[config.mk]
export PLATFORM = sky130hd
export DESIGN_NAME = prediction_table_write_scheduler
export DESIGN_NICKNAME = d
export VERILOG_FILES = /design/src/rtl/prediction_table_write_scheduler.sv
export SDC_FILE = /design/constraint.sdc
export NUM_CORES = 1
export LEC_CHECK = 0
export CAP_MARGIN = 20
export CORE_ASPECT_RATIO = 0.8
export CORE_MARGIN = 1
export CORE_UTILIZATION = 63
export CTS_CLUSTER_SIZE = 16
export DETAILED_ROUTE_END_ITERATION = 16
export PLACE_DENSITY = 0.87
export SYNTH_ARGS = -nofsm -noshare
export SYNTH_HDL_FRONTEND = slang
export SYNTH_SLANG_ARGS = --single-unit
[constraint.sdc]
create_clock -name clk -period 5 [get_ports clk]
set_clock_uncertainty 0.1 [all_clocks]
set_input_delay 0.5 -clock clk [delete_from_list [all_inputs] [get_ports clk]]
set_output_delay 0.5 -clock clk [all_outputs]
set_load 0.01 [all_outputs]
[src/rtl/prediction_table_write_scheduler.sv]
// Single write-port scheduler for the branch prediction table: wr2 always wins,
// wr1 is buffered and drained on idle cycles, and a full clear sweep follows reset or flush.
module prediction_table_write_scheduler #(
    parameter int INDEX_WIDTH = 12,
    parameter int JUMP_STATUS_COUNTER_WIDTH = 2,
    parameter logic [JUMP_STATUS_COUNTER_WIDTH-1:0] JUMP_STATUS_COUNTER_INIT_VALUE = '0,
    parameter int FIFO_DEPTH = 4
) (
    input  logic                                 clk,
    input  logic                                 rst,
    input  logic                                 flush_req,
    input  logic                                 wr1_en,
    input  logic [INDEX_WIDTH-1:0]               wr1_index,
    input  logic [JUMP_STATUS_COUNTER_WIDTH-1:0] wr1_count,
    input  logic                                 wr2_en,
    input  logic [INDEX_WIDTH-1:0]               wr2_index,
    input  logic [JUMP_STATUS_COUNTER_WIDTH-1:0] wr2_count,
    output logic                                 tbl_wr_en,
    output logic [INDEX_WIDTH-1:0]               tbl_wr_index,
    output logic [JUMP_STATUS_COUNTER_WIDTH-1:0] tbl_wr_count,
    output logic                                 stall_req,
    output logic                                 flush_busy,
    output logic                                 flush_done,
    output logic                                 overflow
);

    localparam int PTR_W = (FIFO_DEPTH > 1) ? $clog2(FIFO_DEPTH) : 1;
    localparam int OCC_W = $clog2(FIFO_DEPTH + 1);
    localparam logic [OCC_W-1:0] OCC_FULL = OCC_W'(FIFO_DEPTH);
    localparam logic [OCC_W-1:0] OCC_HIGH = OCC_W'(FIFO_DEPTH - 1);
    localparam logic [PTR_W-1:0] PTR_LAST = PTR_W'(FIFO_DEPTH - 1);

    typedef enum logic {ST_FLUSH, ST_RUN} state_t;

    state_t                                 state_q, state_d;
    logic [INDEX_WIDTH-1:0]                 sweep_q, sweep_d;
    logic [INDEX_WIDTH-1:0]                 fifo_idx_q [FIFO_DEPTH];
    logic [JUMP_STATUS_COUNTER_WIDTH-1:0]   fifo_cnt_q [FIFO_DEPTH];
    logic [FIFO_DEPTH-1:0]                  fifo_vld_q, fifo_vld_d;
    logic [PTR_W-1:0]                       rd_ptr_q, rd_ptr_d;
    logic [PTR_W-1:0]                       wr_ptr_q, wr_ptr_d;
    logic [OCC_W-1:0]                       occ_q, occ_d;
    logic                                   overflow_d;

    logic                                   vld_p0;
    logic [INDEX_WIDTH-1:0]                 idx_p0;
    logic [JUMP_STATUS_COUNTER_WIDTH-1:0]   cnt_p0;
    logic                                   stall_p0, busy_p0, done_p0;
    logic                                   push_req, push_ok, pop;

    function automatic logic [PTR_W-1:0] ptr_inc(input logic [PTR_W-1:0] p);
        return (p == PTR_LAST) ? '0 : p + PTR_W'(1);
    endfunction

    always_comb begin
        state_d    = state_q;
        sweep_d    = sweep_q;
        fifo_vld_d = fifo_vld_q;
        rd_ptr_d   = rd_ptr_q;
        wr_ptr_d   = wr_ptr_q;
        occ_d      = occ_q;
        overflow_d = overflow;
        vld_p0     = 1'b0;
        idx_p0     = '0;
        cnt_p0     = '0;
        stall_p0   = 1'b0;
        busy_p0    = 1'b0;
        done_p0    = 1'b0;
        push_req   = 1'b0;
        push_ok    = 1'b0;
        pop        = 1'b0;

        case (state_q)
            ST_FLUSH: begin
                busy_p0    = 1'b1;
                stall_p0   = 1'b1;
                vld_p0     = 1'b1;
                cnt_p0     = JUMP_STATUS_COUNTER_INIT_VALUE;
                fifo_vld_d = '0;
                rd_ptr_d   = '0;
                wr_ptr_d   = '0;
                occ_d      = '0;
                overflow_d = 1'b0;
                if (flush_req) begin
                    // Restart: this cycle's write becomes index 0 again.
                    idx_p0  = '0;
                    sweep_d = INDEX_WIDTH'(1);
                end else begin
                    idx_p0  = sweep_q;
                    sweep_d = sweep_q + INDEX_WIDTH'(1);
                    if (&sweep_q) begin
                        state_d = ST_RUN;
                        busy_p0 = 1'b0;
                        done_p0 = 1'b1;
                    end
                end
            end

            ST_RUN: begin
                if (flush_req) begin
                    state_d    = ST_FLUSH;
                    sweep_d    = '0;
                    fifo_vld_d = '0;
                    rd_ptr_d   = '0;
                    wr_ptr_d   = '0;
                    occ_d      = '0;
                    overflow_d = 1'b0;
                    busy_p0    = 1'b1;
                    stall_p0   = 1'b1;
                end else begin
                    if (wr2_en) begin
                        vld_p0 = 1'b1;
                        idx_p0 = wr2_index;
                        cnt_p0 = wr2_count;
                        for (int i = 0; i < FIFO_DEPTH; i++) begin
                            if (fifo_idx_q[i] == wr2_index) fifo_vld_d[i] = 1'b0;
                        end
                        push_req = wr1_en && (wr1_index != wr2_index);
                    end else if (occ_q != '0) begin
                        // Cancelled heads still consume a drain slot but issue nothing.
                        pop        = 1'b1;
                        vld_p0     = fifo_vld_q[rd_ptr_q];
                        idx_p0     = fifo_idx_q[rd_ptr_q];
                        cnt_p0     = fifo_cnt_q[rd_ptr_q];
                        fifo_vld_d[rd_ptr_q] = 1'b0;
                        rd_ptr_d   = ptr_inc(rd_ptr_q);
                        push_req   = wr1_en;
                    end else if (wr1_en) begin
                        vld_p0 = 1'b1;
                        idx_p0 = wr1_index;
                        cnt_p0 = wr1_count;
                    end

                    if (push_req) begin
                        for (int i = 0; i < FIFO_DEPTH; i++) begin
                            if (fifo_idx_q[i] == wr1_index) fifo_vld_d[i] = 1'b0;
                        end
                    end
                    push_ok = push_req && ((occ_q != OCC_FULL) || pop);
                    if (push_ok) begin
                        fifo_vld_d[wr_ptr_q] = 1'b1;
                        wr_ptr_d             = ptr_inc(wr_ptr_q);
                    end
                    if (push_req && !push_ok) overflow_d = 1'b1;
                    occ_d    = occ_q + OCC_W'(push_ok) - OCC_W'(pop);
                    stall_p0 = (occ_d >= OCC_HIGH);
                end
            end

            default: ;
        endcase
    end

    // Stage p0 -> p1: selected write and status flags are registered onto the table port.
    always_ff @(posedge clk or posedge rst) begin
        if (rst) begin
            state_q      <= ST_FLUSH;
            sweep_q      <= '0;
            fifo_vld_q   <= '0;
            rd_ptr_q     <= '0;
            wr_ptr_q     <= '0;
            occ_q        <= '0;
            overflow     <= 1'b0;
            tbl_wr_en    <= 1'b0;
            tbl_wr_index <= '0;
            tbl_wr_count <= '0;
            stall_req    <= 1'b1;
            flush_busy   <= 1'b1;
            flush_done   <= 1'b0;
        end else begin
            state_q      <= state_d;
            sweep_q      <= sweep_d;
            fifo_vld_q   <= fifo_vld_d;
            rd_ptr_q     <= rd_ptr_d;
            wr_ptr_q     <= wr_ptr_d;
            occ_q        <= occ_d;
            overflow     <= overflow_d;
            tbl_wr_en    <= vld_p0;
            tbl_wr_index <= idx_p0;
            tbl_wr_count <= cnt_p0;
            stall_req    <= stall_p0;
            flush_busy   <= busy_p0;
            flush_done   <= done_p0;
        end
    end

    always_ff @(posedge clk) begin
        if (push_ok) begin
            fifo_idx_q[wr_ptr_q] <= wr1_index;
            fifo_cnt_q[wr_ptr_q] <= wr1_count;
        end
    end

endmodule

==> load_flow_metrics.sql <==
INSERT INTO impl_metrics (metric_group, metric, value, unit) VALUES
('global_route', 'first_pass_grt_wire_length', '21700', 'um'),
('logic_synthesis', 'synth_seq_cells', '99', ''),
('floorplan', 'coreArea', '0.00908', 'mm2'),
('clock_network', 'post_cts_hold_buffer_count', '0', ''),
('worst_setup_path', 'critPathTopFamily', 'simple AND/OR/NAND/NOR gates', ''),
('clock_network', 'post_cts_resize_count', '0', ''),
('global_route', 'grt_max_degree', '44', ''),
('worst_setup_path', 'critical_path.cell_chain', 'clkdlybuf4s50_1 -> xnor2_2 -> nand4_1 -> or4_4 -> and3_4 -> inv_1 -> ha_1 -> inv_1 -> ha_1 -> inv_1 -> fa_1 -> xor2_1 -> xnor2_1 -> nand3_1', ''),
('drt', 'drt_pre_antenna_iters', '5', ''),
('run', 'cap_violations', '0', ''),
('worst_setup_path', 'worstSetupPathType', 'in -> reg', ''),
('worst_setup_path', 'arrival', '3770', 'ps'),
('logic_synthesis', 'synth_edf_count', '56', ''),
('logic_synthesis', 'netlist-cell-type-count', '44', ''),
('logic_synthesis', 'seq_area_frac_synth', '46.6', '%'),
('clock_network', 'clock_root_cell', 'sky130_fd_sc_hd__clkbuf_16', ''),
('clock_network', 'cts_buffer_depth', '2', ''),
('floorplan', 'dieArea', '0.00980', 'mm2'),
('clock_network', 'cts_buffers', '9', ''),
('cells_and_area', 'filler_cell_count', '635', ''),
('worst_setup_path', 'worst-path-max-fanout', '11', ''),
('global_route', 'gr-total-overflow', '0', ''),
('cells_and_area', 'multi_input_comb_area', '0.00281', 'mm2'),
('clock_network', 'clk_pin_slew_worst_paths', '70', 'ps'),
('cells_and_area', 'antenna_cells', '0', ''),
('drt', 'first_iter_violations', '306', ''),
('logic_synthesis', 'yosys_warnings', '0', ''),
('worst_setup_path', 'timing.critical_path.slowest_cell_delay', '780', 'ps'),
('timing', 'finalSetupTns', '0', 'ps'),
('clock_network', 'cts.sink_count', '99', ''),
('hold_path', 'holdCritPathClass', 'reg -> reg', ''),
('logic_synthesis', 'synth_area', '0.00592', 'mm2'),
('placement', 'place.gp.congestion', '1.01', ''),
('pwr', 'totalPowerFinal', '1730', 'uW'),
('clock_network', 'clk_latency_worst_skew_pair', '340', 'ps'),
('pwr', 'power-per-cell-area', '262', 'mW/mm2'),
('clock_network', 'cts-htree-levels', '3', ''),
('logic_synthesis', 'average_cell_area_after_synthesis', '11.5', 'um2'),
('global_route', 'grt_antenna_before_repair', '0', ''),
('pwr', 'leakage', '0.00223', 'uW'),
('cells_and_area', 'syn_to_final_growth', '11.2', '%'),
('global_route', 'track_usage', '29.8', '%'),
('floorplan', 'number_of_i_o_pins', '52', ''),
('timing', 'worstMarginPinSlew', '1060', 'ps'),
('logic_synthesis', 'synth_top_area_share', '28.4', '%'),
('cells_and_area', 'final_design_area_no_fill', '0.00659', 'mm2'),
('worst_setup_path', 'worst-endpoint-required', '5160', 'ps'),
('floorplan', 'initial_core_util', '65.3', '%'),
('logic_synthesis', 'post-synth-top-area-cell', 'sky130_fd_sc_hd__edfxtp_1', ''),
('drt', 'num_vias', '4013', ''),
('floorplan', 'num_rows', '31', ''),
('timing', 'final-max-slew-violation-count', '0', ''),
('logic_synthesis', 'ys_async_sr_fraction', '43.4', '%'),
('timing', 'setup-violations-final', '0', ''),
('drt', 'number_of_remaining_drc_errors', '0', ''),
('timing', 'period_utilisation_layout', '72.2', '%'),
('worst_setup_path', 'cp.buffers_inverters', '4', ''),
('timing', 'max-slew-margin-rel', '29.4', '%'),
('clock_network', 'cts_tree', 'built', ''),
('cells_and_area', 'drive_above_1_share', '10.4', '%'),
('floorplan', 'die_w', '110', 'um'),
('drt', 'routed_wirelength', '13800', 'um'),
('logic_synthesis', 'syn_inst', '514', ''),
('placement', 'post-dp-hpwl', '9830', 'um'),
('worst_setup_path', 'critical-path-top-cell-by-count', 'sky130_fd_sc_hd__inv_1', ''),
('floorplan', 'die_h', '88.7', 'um'),
('global_route', 'first_global_vias', '3949', ''),
('timing', 'fin_crit', '3610', 'ps'),
('status', 'status', 'finished clean', ''),
('pwr', 'vdd.ir_drop.worst', '0.237', 'mV'),
('cells_and_area', 'register_area', '0.00276', 'mm2');
-- registers in the layout (all words and copies together) (netlist names), 2 cells and up --
register	count
fifo_cnt_q	8
tbl_wr_count	2
sweep_q	12
tbl_wr_index	12
wr_ptr_q	2
rd_ptr_q	2
fifo_vld_q	4
occ_q	3
fifo_idx_q	48
-- layout make-up --
class                   instances  area share [%]
clock buffers                  13            4.12
inverters                      10           0.570
multi-input cells             358            42.6
flip-flops and latches         99            41.9
repair buffers                 56            8.32
clock inverters                 3           0.304
well taps                     115            2.18
-- path summary, 6_finish.rpt --
check,startpoint,end,slack (ps),cells past startpoint
setup reg to reg,occ_q[1],stall_req,2270,11
hold / removal,overflow,overflow,430,2
hold reg to reg,overflow,overflow,430,2
max in group asynchronous,rst,flush_busy,3940,3
setup / recovery,wr1_index[4],stall_req,1390,14
min in group asynchronous,rst,occ_q[1],490,3
-- report_power, final --
| part | switching, uW | internal (uW) | total (uW) |
|---|---|---|---|
| combinational | 96.9 | 80.0 | 177 |
| clock | 297 | 382 | 680 |
| sequential | 3.83 | 869 | 872 |
| total | 398 | 1330 | 1730 |
-- per-stage QoR --
stage	utilization (%)	setup slack, ps	cells	hold slack [ps]
global route	72.6	1240	654	433
global placement	69.4	1140	638	430
floorplan	-	1760	514	418
detailed placement	69.4	1040	638	407
CTS	72.6	1400	654	421
finish	72.6	1390	654	428
-- cells by family (layout without fill, tap and decap cells) --
group | count (synthesis) | count (layout) | synth area share (%)
adder cells (fa/ha/maj) | 12 | 12 | 2.66
XOR/XNOR | 119 | 119 | 18.5
AND/OR/NAND/NOR | 148 | 148 | 13.1
flip-flops | 99 | 99 | 46.6
buffers and inverters | 57 | 82 | 6.00
AO/OA/AOI/OAI | 50 | 50 | 5.11
multiplexers | 29 | 29 | 8.07
-- cell usage in the layout, fill, tap and decap left out, drive strengths merged, types with 2 or more instances in the layout --
cell,n
a211oi,5
a21oi,22
a31oi,13
a32o,4
and2,2
and3,6
buf,5
clkbuf,13
clkdlybuf4s50,51
clkinv,3
dfrtp,41
dfstp,2
edfxtp,56
ha,11
inv,10
mux2i,14
mux4,15
nand2,35
nand2b,2
nand3,10
nand4,28
nor2,30
nor2b,15
nor3,5
nor4,4
o21ai,6
or2,2
or3,4
xnor2,112
xor2,7
-- layer usage --
| metal | GRT usage (%) | part of all wire (%) | vias up |
|---|---|---|---|
| met3 | 6.23 | 7.8 | 27 |
| met4 | 10.1 | 2.1 | 0 |
| li1 | - | - | 1831 |
| met5 | 0 | 0 | - |
| met2 | 48.3 | 47 | 190 |
| met1 | 40.9 | 43 | 1965 |
-- worst register-to-register path, cell delays in order (launching register included) --
cell and delay (ps):
sky130_fd_sc_hd__dfrtp_1 460, sky130_fd_sc_hd__nor3_2 80, sky130_fd_sc_hd__buf_4 220, sky130_fd_sc_hd__nor2_1 410
sky130_fd_sc_hd__ha_1 330, sky130_fd_sc_hd__inv_1 60, sky130_fd_sc_hd__ha_1 130, sky130_fd_sc_hd__inv_1 50
sky130_fd_sc_hd__fa_1 370, sky130_fd_sc_hd__xor2_1 160, sky130_fd_sc_hd__xnor2_1 190, sky130_fd_sc_hd__nand3_1 100
-- synth_stat cells (all sizes together) (2+ instances only) --
library cell,n
nand2b,2
a21oi,22
dfrtp,41
mux4,15
and2,2
xor2,7
ha,11
nor2b,15
nand2,35
nand4,28
a32o,4
edfxtp,56
or3,4
nor3,5
or2,2
inv,10
xnor2,112
o21ai,6
mux2i,14
a211oi,5
a31oi,13
dfstp,2
and3,6
nor4,4
nor2,30
clkbuf,18
buf,29
nand3,10
Power figures use the tool's default switching activity.
